<file path="src/rtl/icache_pkg.sv">
// Shared types and address-slicing helpers for the instruction-cache refill path.
package icache_pkg;

  typedef enum logic [1:0] {IDLE, WAIT, FILL} refill_state_e;

  function automatic int hart_w(input int n);
    return (n > 1) ? $clog2(n) : 1;
  endfunction

  function automatic logic [63:0] index_slice(input logic [63:0] addr, input int index_w);
    return (addr >> 2) & ((64'd1 << index_w) - 64'd1);
  endfunction

  function automatic logic [63:0] tag_slice(input logic [63:0] addr, input int index_w,
                                            input int tag_w);
    return (addr >> (index_w + 2)) & ((64'd1 << tag_w) - 64'd1);
  endfunction

endpackage

</file>
<file path="src/rtl/rr_arbiter.sv">
// Round-robin arbiter: search starts one past the last grant and wraps modulo N.
module rr_arbiter #(
  parameter int N = 4
) (
  input  logic                 clk,
  input  logic                 nReset,
  input  logic [N-1:0]         req,
  input  logic                 advance,
  output logic [N-1:0]         gnt,
  output logic [$clog2(N)-1:0] gnt_idx,
  output logic                 gnt_any
);
  localparam int IW = $clog2(N);
  localparam int CW = IW + 1;

  logic [IW-1:0] last_q, last_d;
  logic [CW-1:0] cand;

  always_comb begin
    gnt     = '0;
    gnt_idx = '0;
    gnt_any = 1'b0;
    cand    = '0;
    for (int i = 1; i <= N; i++) begin
      cand = {1'b0, last_q} + CW'(i);
      if (cand >= CW'(N)) cand = cand - CW'(N);
      if (!gnt_any && req[cand[IW-1:0]]) begin
        gnt_any              = 1'b1;
        gnt[cand[IW-1:0]]    = 1'b1;
        gnt_idx              = cand[IW-1:0];
      end
    end
    last_d = (advance && gnt_any) ? gnt_idx : last_q;
  end

  always_ff @(posedge clk or negedge nReset) begin
    if (!nReset) last_q <= IW'(N - 1);
    else         last_q <= last_d;
  end

endmodule

</file>
<file path="src/rtl/icache_refill_ctrl.sv">
// I-cache refill controller: one pending miss per hart, round-robin onto a single RAM read.
//   state | meaning
//   IDLE  | no read outstanding
//   WAIT  | ram_req held for cur_addr until ram_ready
//   FILL  | write captured word into cache, notify hart, pick next
module icache_refill_ctrl import icache_pkg::*; #(
  parameter int NUM_HARTS = 4,
  parameter int ADDR_W    = 32,
  parameter int DATA_W    = 32,
  parameter int INDEX_W   = 7,
  parameter int TAG_W     = 7
) (
  input  logic                         clk,
  input  logic                         nReset,
  input  logic                         miss_valid,
  input  logic [hart_w(NUM_HARTS)-1:0] miss_hart,
  input  logic [ADDR_W-1:0]            miss_addr,
  input  logic [NUM_HARTS-1:0]         flush,
  output logic                         ram_req,
  output logic [ADDR_W-1:0]            ram_addr,
  input  logic                         ram_ready,
  input  logic [DATA_W-1:0]            ram_data,
  output logic                         fill_we,
  output logic [INDEX_W-1:0]           fill_index,
  output logic [TAG_W-1:0]             fill_tag,
  output logic [DATA_W-1:0]            fill_data,
  output logic                         done_valid,
  output logic [hart_w(NUM_HARTS)-1:0] done_hart,
  output logic [DATA_W-1:0]            done_data,
  output logic [NUM_HARTS-1:0]         pending,
  output logic                         busy
);
  localparam int HW = hart_w(NUM_HARTS);

  refill_state_e        state_q, state_d;
  logic [NUM_HARTS-1:0] pend_v_q, pend_v_d, pend_nx;
  logic [ADDR_W-1:0]    pend_addr_q [NUM_HARTS];
  logic [ADDR_W-1:0]    pend_addr_d [NUM_HARTS];
  logic [HW-1:0]        cur_hart_q, cur_hart_d;
  logic [ADDR_W-1:0]    cur_addr_q, cur_addr_d;
  logic                 cur_cancel_q, cur_cancel_d;
  logic [DATA_W-1:0]    data_q, data_d;

  logic                 busy_w, miss_take, grant_en, gnt_any;
  logic [NUM_HARTS-1:0] arb_req, gnt_oh;
  logic [HW-1:0]        gnt_idx;

  // Incoming miss is folded into the table first so it can be granted the same cycle.
  always_comb begin
    busy_w      = (state_q != IDLE);
    miss_take   = miss_valid && ({1'b0, miss_hart} < (HW + 1)'(NUM_HARTS)) &&
                  !(busy_w && miss_hart == cur_hart_q && miss_addr == cur_addr_q);
    pend_nx     = pend_v_q & ~flush;
    pend_addr_d = pend_addr_q;
    if (miss_take) begin
      pend_nx[miss_hart]     = 1'b1;
      pend_addr_d[miss_hart] = miss_addr;
    end
    grant_en = (state_q == IDLE) || (state_q == FILL);
    arb_req  = grant_en ? pend_nx : '0;
  end

  rr_arbiter #(.N(NUM_HARTS)) u_arb (
    .clk     (clk),
    .nReset  (nReset),
    .req     (arb_req),
    .advance (gnt_any),
    .gnt     (gnt_oh),
    .gnt_idx (gnt_idx),
    .gnt_any (gnt_any)
  );

  always_comb begin
    state_d      = state_q;
    pend_v_d     = pend_nx;
    cur_hart_d   = cur_hart_q;
    cur_addr_d   = cur_addr_q;
    data_d       = data_q;
    cur_cancel_d = cur_cancel_q | (busy_w & flush[cur_hart_q]);
    case (state_q)
      IDLE: state_d = IDLE;
      WAIT: begin
        if (ram_ready) begin
          data_d  = ram_data;
          state_d = FILL;
        end
      end
      FILL:    state_d = IDLE;
      default: state_d = IDLE;
    endcase
    if (gnt_any) begin
      state_d      = WAIT;
      pend_v_d     = pend_nx & ~gnt_oh;
      cur_hart_d   = gnt_idx;
      cur_addr_d   = pend_addr_d[gnt_idx];
      cur_cancel_d = 1'b0;
    end
  end

  always_ff @(posedge clk or negedge nReset) begin
    if (!nReset) begin
      state_q      <= IDLE;
      pend_v_q     <= '0;
      for (int h = 0; h < NUM_HARTS; h++) pend_addr_q[h] <= '0;
      cur_hart_q   <= '0;
      cur_addr_q   <= '0;
      cur_cancel_q <= 1'b0;
      data_q       <= '0;
    end else begin
      state_q      <= state_d;
      pend_v_q     <= pend_v_d;
      pend_addr_q  <= pend_addr_d;
      cur_hart_q   <= cur_hart_d;
      cur_addr_q   <= cur_addr_d;
      cur_cancel_q <= cur_cancel_d;
      data_q       <= data_d;
    end
  end

  // A cancelled transfer no longer counts as pending for its hart.
  assign pending    = pend_v_q |
                      ((busy_w && !cur_cancel_q) ? (NUM_HARTS'(1) << cur_hart_q) : '0);
  assign busy       = busy_w;
  assign ram_req    = (state_q == WAIT);
  assign ram_addr   = cur_addr_q;
  assign fill_we    = (state_q == FILL);
  assign fill_index = INDEX_W'(index_slice(64'(cur_addr_q), INDEX_W));
  assign fill_tag   = TAG_W'(tag_slice(64'(cur_addr_q), INDEX_W, TAG_W));
  assign fill_data  = data_q;
  assign done_valid = fill_we && !cur_cancel_q;
  assign done_hart  = cur_hart_q;
  assign done_data  = data_q;

endmodule

</file>
<file path="config.mk">
export PLATFORM = sky130hd
export DESIGN_NAME = icache_refill_ctrl
export DESIGN_NICKNAME = d
export VERILOG_FILES = /design/src/rtl/icache_pkg.sv /design/src/rtl/rr_arbiter.sv /design/src/rtl/icache_refill_ctrl.sv
export SDC_FILE = /design/constraint.sdc
export NUM_CORES = 1
export LEC_CHECK = 0
export BUFFER_PORTS_ARGS = -buffer_cell sky130_fd_sc_hd__buf_4
export CORE_MARGIN = 2
export CORE_UTILIZATION = 45
export DETAILED_ROUTE_END_ITERATION = 7
export GPL_TIMING_DRIVEN = 0
export PLACE_DENSITY = 0.67
export SLEW_MARGIN = 20
export SYNTH_ARGS = -nofsm -noshare
export SYNTH_HDL_FRONTEND = slang
export SYNTH_HIERARCHICAL = 1
export SYNTH_SLANG_ARGS = --single-unit
</file>
<file path="constraint.sdc">
create_clock -name clk -period 16 [get_ports clk]
set_clock_uncertainty 0.15 [all_clocks]
set_input_delay 3.2 -clock clk [delete_from_list [all_inputs] [get_ports clk]]
set_output_delay 3.2 -clock clk [all_outputs]
set_load 0.01 [all_outputs]
</file>
==> results.yml, run 1 <==
run_status:
  outcome: "complete, no violations"
sta:
  maxSlewViolCount: 0
  setup_violations: 0
  finalCritPeriodShare: 0.559
  layout_min_cycle_time_ns: 8.95
  max_slew_margin: 0.392
  hold_ws_ns: 0.353
  max_freq_mhz: 112
  tightest_slew_ns: 0.912
  rsz0062_at_grt: "false"
  final-hold-violation-count: 0
  setup_tns_ns: 0
synth:
  ys_warn_count: 6
  seq_area_frac_synth: 0.475
  synth_ff_type: "dfrtp_1"
  syn_area_sq_mm: 0.0107
  ys_types: 60
  synth_fp_nets: 947
  synth_edf_count: 0
  syn_avg_cell_area_sq_um: 12.4
  synthCells: 865
  ys_ff_latch: 203
  async_flop_share: 1.00
setup_path:
  cpPeakStageDelay_ns: 0.56
  arrival_ns: 9.19
  cp_slowest_cell: "mux4_2"
  crit_path_end_kind: "register"
  crit_type: "in -> reg"
  cpMostUsedCell: "nor2_1"
  path_max_fanout: 10
  cp_cell_sequence: "buf_4 > xor2_1 > nor4_2 > nand4_1 > nor4b_2 > nor2_1 > clkbuf_1 > a21oi_1 > nor2_1 > buf_2 > mux4_2 > nor2b_4 > nor4_1 > a21oi_1 > inv_1 > or4_1 > o31a_1 > clkbuf_1 > nor2_1 > a2111oi_4 > a211o_1"
  start_kind: "input pin"
  required_ns: 16.24
grt:
  grt_pass1_vias: 7807
  grt_max_degree: 99
  grt_pass1_wl_um: 45200
  antenna_found_initial: 1
  grt_overflow: 0
  grt_usage: 0.233
layout:
  nNetsFinal: 1166
  drive_gt1_frac: 0.476
  final_cells: 1416
  layout_commonest_cell: "buf_4"
  syn2layout_area_growth_pct: 24.3
  layout_common_cells: "buf_4, dfrtp_1, mux2_2, nor2_1, inv_1"
  fin_util: 0.568
clocking:
  cts_sinks: 203
  htree_levels: 1
  cts_tree: "yes"
  cts_buffer_depth: 3
  cts_buffers: 23
  path_clk_slew_ns: 0.05
  cts_root_buffer: "clkbuf_16"
  postCtsSetupRepairBufs: 0
  post_cts_resized: 0
  hold_buffers: 0
  clk-insertion-delay-late_ns: 0.51
power:
  total_power_w: 0.00243
  power_frac_seq: 0.331
  power_density_mw_per_mm2: 183
  power.switching_w: 0.000907
  swShare: 0.373
  p_int_w: 0.00152
  vdd.ir_drop.worst_v: 0.0000833
  power.leakage_nw: 6.07
  comb_power_share: 0.467
  clock_power_share: 0.203
run:
  cap_violations: 0
floorplanning:
  fp.dieArea_sq_mm: 0.0250
  io_pins: 194
  die_h_um: 158
  num_rows: 56
  dieWidth_um: 158
  core_sq_mm: 0.0234
  start_util: 0.457
min_path:
  hp-class: "reg -> reg"
placed_design:
  placed_cells: 1378
  gp_congestion: 0.842
  io_buffers: 192
  place_hpwl_um: 19800
drt:
  routed_wl_um: 29200
  via_per_inst: 5.63
  wl_per_cell_um: 20.6
  drt_iter0_drc: 662
  drc_errors: 0
  firstDrtPassIters: 4
  vias: 7968
  ant_nets: 0
-- state kept, by name (all words and copies together), names as in the netlist --
| register | flops |
|---|---|
| u_arb/last_q | 2 |
| done_data | 32 |
| pend_addr_q | 128 |
| ram_addr | 32 |
| done_hart | 2 |
| cur_cancel_q | 1 |
| pend_v_q | 4 |
| state_q | 2 |
-- cell usage after synthesis (all sizes together) (3+ instances only) --
cell,count,area (sq um)
nor3,34,186
mux4,3,67.6
xor2,34,298
a21o,3,22.5
o221a,32,360
clkbuf,23,90.1
mux2,161,1810
nor2,46,173
buf,83,584
nand2b,6,37.5
a211o,32,280
nor4,15,106
ha,8,100
nor2b,5,38.8
a2111oi,33,521
o31ai,3,27.5
inv,42,158
a22o,4,35.0
a221o,5,50.1
nand2,9,33.8
dfrtp,201,5030
o21ai,4,23.8
or3,3,18.8
a21oi,9,45.0
nand4,3,18.8
o31a,35,308
-- metrics by stage --
step                setup WS [ns]  cell area, sq um
finish                       7.05             13300
global route                 6.83             13300
CTS                          7.22             13300
detailed placement           6.70             12600
global placement             6.74             12500
floorplan                    8.11             10700
-- power by group through the flow --
| stage | clock network, W | registers (W) | logic (W) |
|---|---|---|---|
| global route | 0.000523 | 0.000824 | 0.00121 |
| finish | 0.000493 | 0.000804 | 0.00113 |
| CTS | 0.000502 | 0.000803 | 0.00114 |
| global placement | 0 | 0.000808 | 0.00111 |
| detailed placement | 0 | 0.000811 | 0.00113 |
| floorplan | 0 | 0.000813 | 0.000657 |
-- metal layers --
| metal | up-vias | wire length (um) | GRT usage | part of all wire |
|---|---|---|---|---|
| met1 | 4086 | 13100 | 0.332 | 0.45 |
| met4 | 0 | 486 | 0.0536 | 0.017 |
| met2 | 230 | 14200 | 0.378 | 0.49 |
| met3 | 40 | 1380 | 0.0328 | 0.047 |
| li1 | 3612 | - | - | - |
| met5 | - | 0 | 0 | 0 |
-- critical path, delay by kind of cell --
kind                   cells  cell delay (ns)
XOR/XNOR                   1             0.20
multiplexers               1             0.56
buffers and inverters      5             1.31
AO/OA/AOI/OAI              5             1.44
AND/OR/NAND/NOR            9             2.46
-- area by class of cell --
class,instances,area (sq um)
fillers,2038,10100
inverters,43,161
multi-input cells,513,4780
clock buffers,33,663
diodes,1,2.50
plain buffers,106,674
clock inverters,4,27.5
repair buffers,194,1500
flip-flops and latches,203,5080
well taps,319,399
-- worst paths after layout --
check / end / slack, ns / startpoint / depth (start not counted)
worst min-delay path: pend_addr_q[106] / 0.35 / pend_addr_q[106] / 1
worst min register to register: pend_addr_q[106] / 0.35 / pend_addr_q[106] / 1
worst max-delay path: ram_addr[30] / 7.05 / miss_hart[1] / 21
max in group asynchronous: pend_addr_q[91] / 12.53 / nReset / 2
min in group asynchronous: done_data[23] / 2.39 / nReset / 1
worst max register to register: ram_addr[30] / 9.38 / done_hart[1] / 20
-- logic make-up after synthesis --
| family | after synthesis | share of synthesized area |
|---|---|---|
| flip-flops | 203 | 0.475 |
| AO/OA/AOI/OAI | 171 | 0.165 |
| multiplexers | 165 | 0.177 |
| buffers and inverters | 149 | 0.0782 |
| AND/OR/NAND/NOR | 134 | 0.0669 |
| XOR/XNOR | 35 | 0.0287 |
| adder cells (fa/ha/maj) | 8 | 0.00936 |
(Power assumes the default switching activity.)
==> inputs of run 2 (changes only) <==
- PLACE_DENSITY: 0.67 -> 0.69
- clock period: 16 -> 7.7 ns (I/O delays scaled with it)
==> run 2 against run 1 <==
Compared with the run above: total power up 110%; count of clock-buffer cells in the layout grew 4; clock power grew 100%; sequential share of layout area is essentially flat; sequential power rose by 110%; highest routed layer unchanged; combinational power up 110%; largest cell class unchanged.
==> results.yml, run 2 (synthesis results as in run 1) <==
run_status:
  outcome: "complete, no violations"
power:
  power.leakage_nw: 6.07
  vdd.ir_drop.worst_v: 0.000146
  power_density_mw_per_mm2: 379
layout:
  syn2layout_area_growth_pct: 24.2
  seq_area_sq_mm: 0.00508
  layout_commonest_cell: "buf_4"
  fin_util: 0.568
  layout_common_cells: "buf_4, dfrtp_1, mux2_2, nor2_1, inv_1"
  largest_reg_flops: 128
  fin_area_sq_mm: 0.0133
  n_fill_cell: 2073
  diodes: 0
  drive_gt1_frac: 0.474
  top_register: "pend_addr_q"
  nNetsFinal: 1166
  multi_input_area_sq_mm: 0.00478
drt:
  vias: 7945
  wl_per_cell_um: 20.4
  drc_errors: 0
  drt_iter0_drc: 433
  firstDrtPassIters: 5
  ant_nets: 0
  routed_wl_um: 29000
  via_per_inst: 5.60
grt:
  grt_max_degree: 98
  grt_pass1_wl_um: 45200
  grt_usage: 0.234
  antenna_found_initial: 0
  grt_overflow: 0
  grt_pass1_vias: 8016
min_path:
  hp-class: "reg -> reg"
sta:
  max_freq_mhz: 141
  maxSlewViolCount: 0
  rsz0062_at_grt: "false"
  tightest_slew_ns: 0.939
  layout_setup_ws_ns: 0.624
  final-hold-violation-count: 0
  finalCritPeriodShare: 0.919
  layout_min_cycle_time_ns: 7.08
  setup_violations: 0
  max_slew_margin: 0.374
  setup_tns_ns: 0
  hold_ws_ns: 0.355
floorplanning:
  die_h_um: 158
  start_util: 0.457
  io_pins: 194
  num_rows: 56
  dieWidth_um: 158
  fp.dieArea_sq_mm: 0.0250
  core_sq_mm: 0.0234
clocking:
  cts_buffers: 23
  clk-insertion-delay-late_ns: 0.50
  cts_buffer_depth: 3
  post_cts_resized: 0
  cts_sinks: 203
  hold_buffers: 0
  path_clk_slew_ns: 0.05
  cts_tree: "yes"
  htree_levels: 1
  postCtsSetupRepairBufs: 0
  cts_root_buffer: "clkbuf_16"
placed_design:
  place_hpwl_um: 19800
  gp_congestion: 0.880
  detailed_place.area_sq_mm: 0.0126
  pre_cts_ws_ns: 0.178
  io_buffers: 192
setup_path:
  cpPeakStageDelay_ns: 0.55
  regToRegEndpoint: "ram_addr[30]"
  crit_path_end_kind: "register"
  reg2reg_depth: 20
  r2r-start: "done_hart[1]"
  cp_slowest_cell: "mux4_2"
  cpMostUsedCell: "nor2_1"
  crit_type: "in -> reg"
  endpoint: "ram_addr[30]"
  required_ns: 7.93
  start_kind: "input pin"
  path_max_fanout: 10
  cp_cell_sequence: "buf_4 > xor2_1 > nor4_2 > nand4_1 > nor4b_2 > nor2_1 > clkbuf_1 > a21oi_1 > nor2_1 > buf_2 > mux4_2 > nor2b_4 > nor4_1 > a21oi_1 > inv_1 > or4_1 > o31a_1 > clkbuf_1 > nor2_1 > a2111oi_4 > a211o_1"
  r2r_setup_slack_ns: 1.23
  worstSetupStartpoint: "miss_hart[1]"
  arrival_ns: 7.31
run:
  cap_violations: 0
-- run 2: cell types whose count changed in the layout (fill, tap and decap cells not counted) --
cell      delta
clkbuf_1     +5
clkinv_2     +2
inv_6        -2
clkbuf_8     -1
diode_2      -1
-- run 2: through the flow --
step | total power, W | std cells
after global routing | 0.00532 | 1419
after floorplan | 0.00305 | 865
after CTS | 0.00507 | 1419
final | 0.00504 | 1419
after detailed placement | 0.00403 | 1378
after global placement | 0.00398 | 1376
-- run 2: metal layers --
metal  vias up  track usage  wire length [um]
li1       3606            -                 -
met4         0       0.0639               568
met2       206        0.382             14100
met3        46       0.0400              1420
met5         -            0                 0
met1      4087        0.324             12800
-- run 2: worst min-delay path by stage --
stage	startpoint	endpoint	slack (ns)	cells after the start
floorplan	pend_addr_q[127]	pend_addr_q[127]	0.33	1
global placement	pend_addr_q[25]	pend_addr_q[25]	0.34	1
detailed placement	pend_addr_q[24]	pend_addr_q[24]	0.34	1
CTS	pend_addr_q[2]	pend_addr_q[2]	0.36	1
global route	pend_addr_q[85]	pend_addr_q[85]	0.37	1
finish	pend_addr_q[126]	pend_addr_q[126]	0.35	1
-- run 2: critical path, delay by kind of cell --
kind / cells / cell delay [ns]
simple gates: 9 / 2.38
xor+xnor: 1 / 0.19
mux: 1 / 0.55
compound gates: 5 / 1.39
buf+inv: 5 / 1.23
-- run 2: area by class of cell --
cell class / instances / share of cell area
tap: 319 / 0.0300
sequential: 203 / 0.383
inverter: 43 / 0.0121
buffer: 106 / 0.0508
clock buffer: 37 / 0.0503
multi-input combinational: 513 / 0.359
clock inverter: 4 / 0.00151
timing repair buffer: 194 / 0.113
-- run 2: where the power goes --
group          internal [W]  switching [W]  leakage [nW]
registers           0.00139       0.000284          2.42
clock network      0.000590       0.000422         0.340
logic               0.00118        0.00117          3.31
total               0.00316        0.00187          6.07
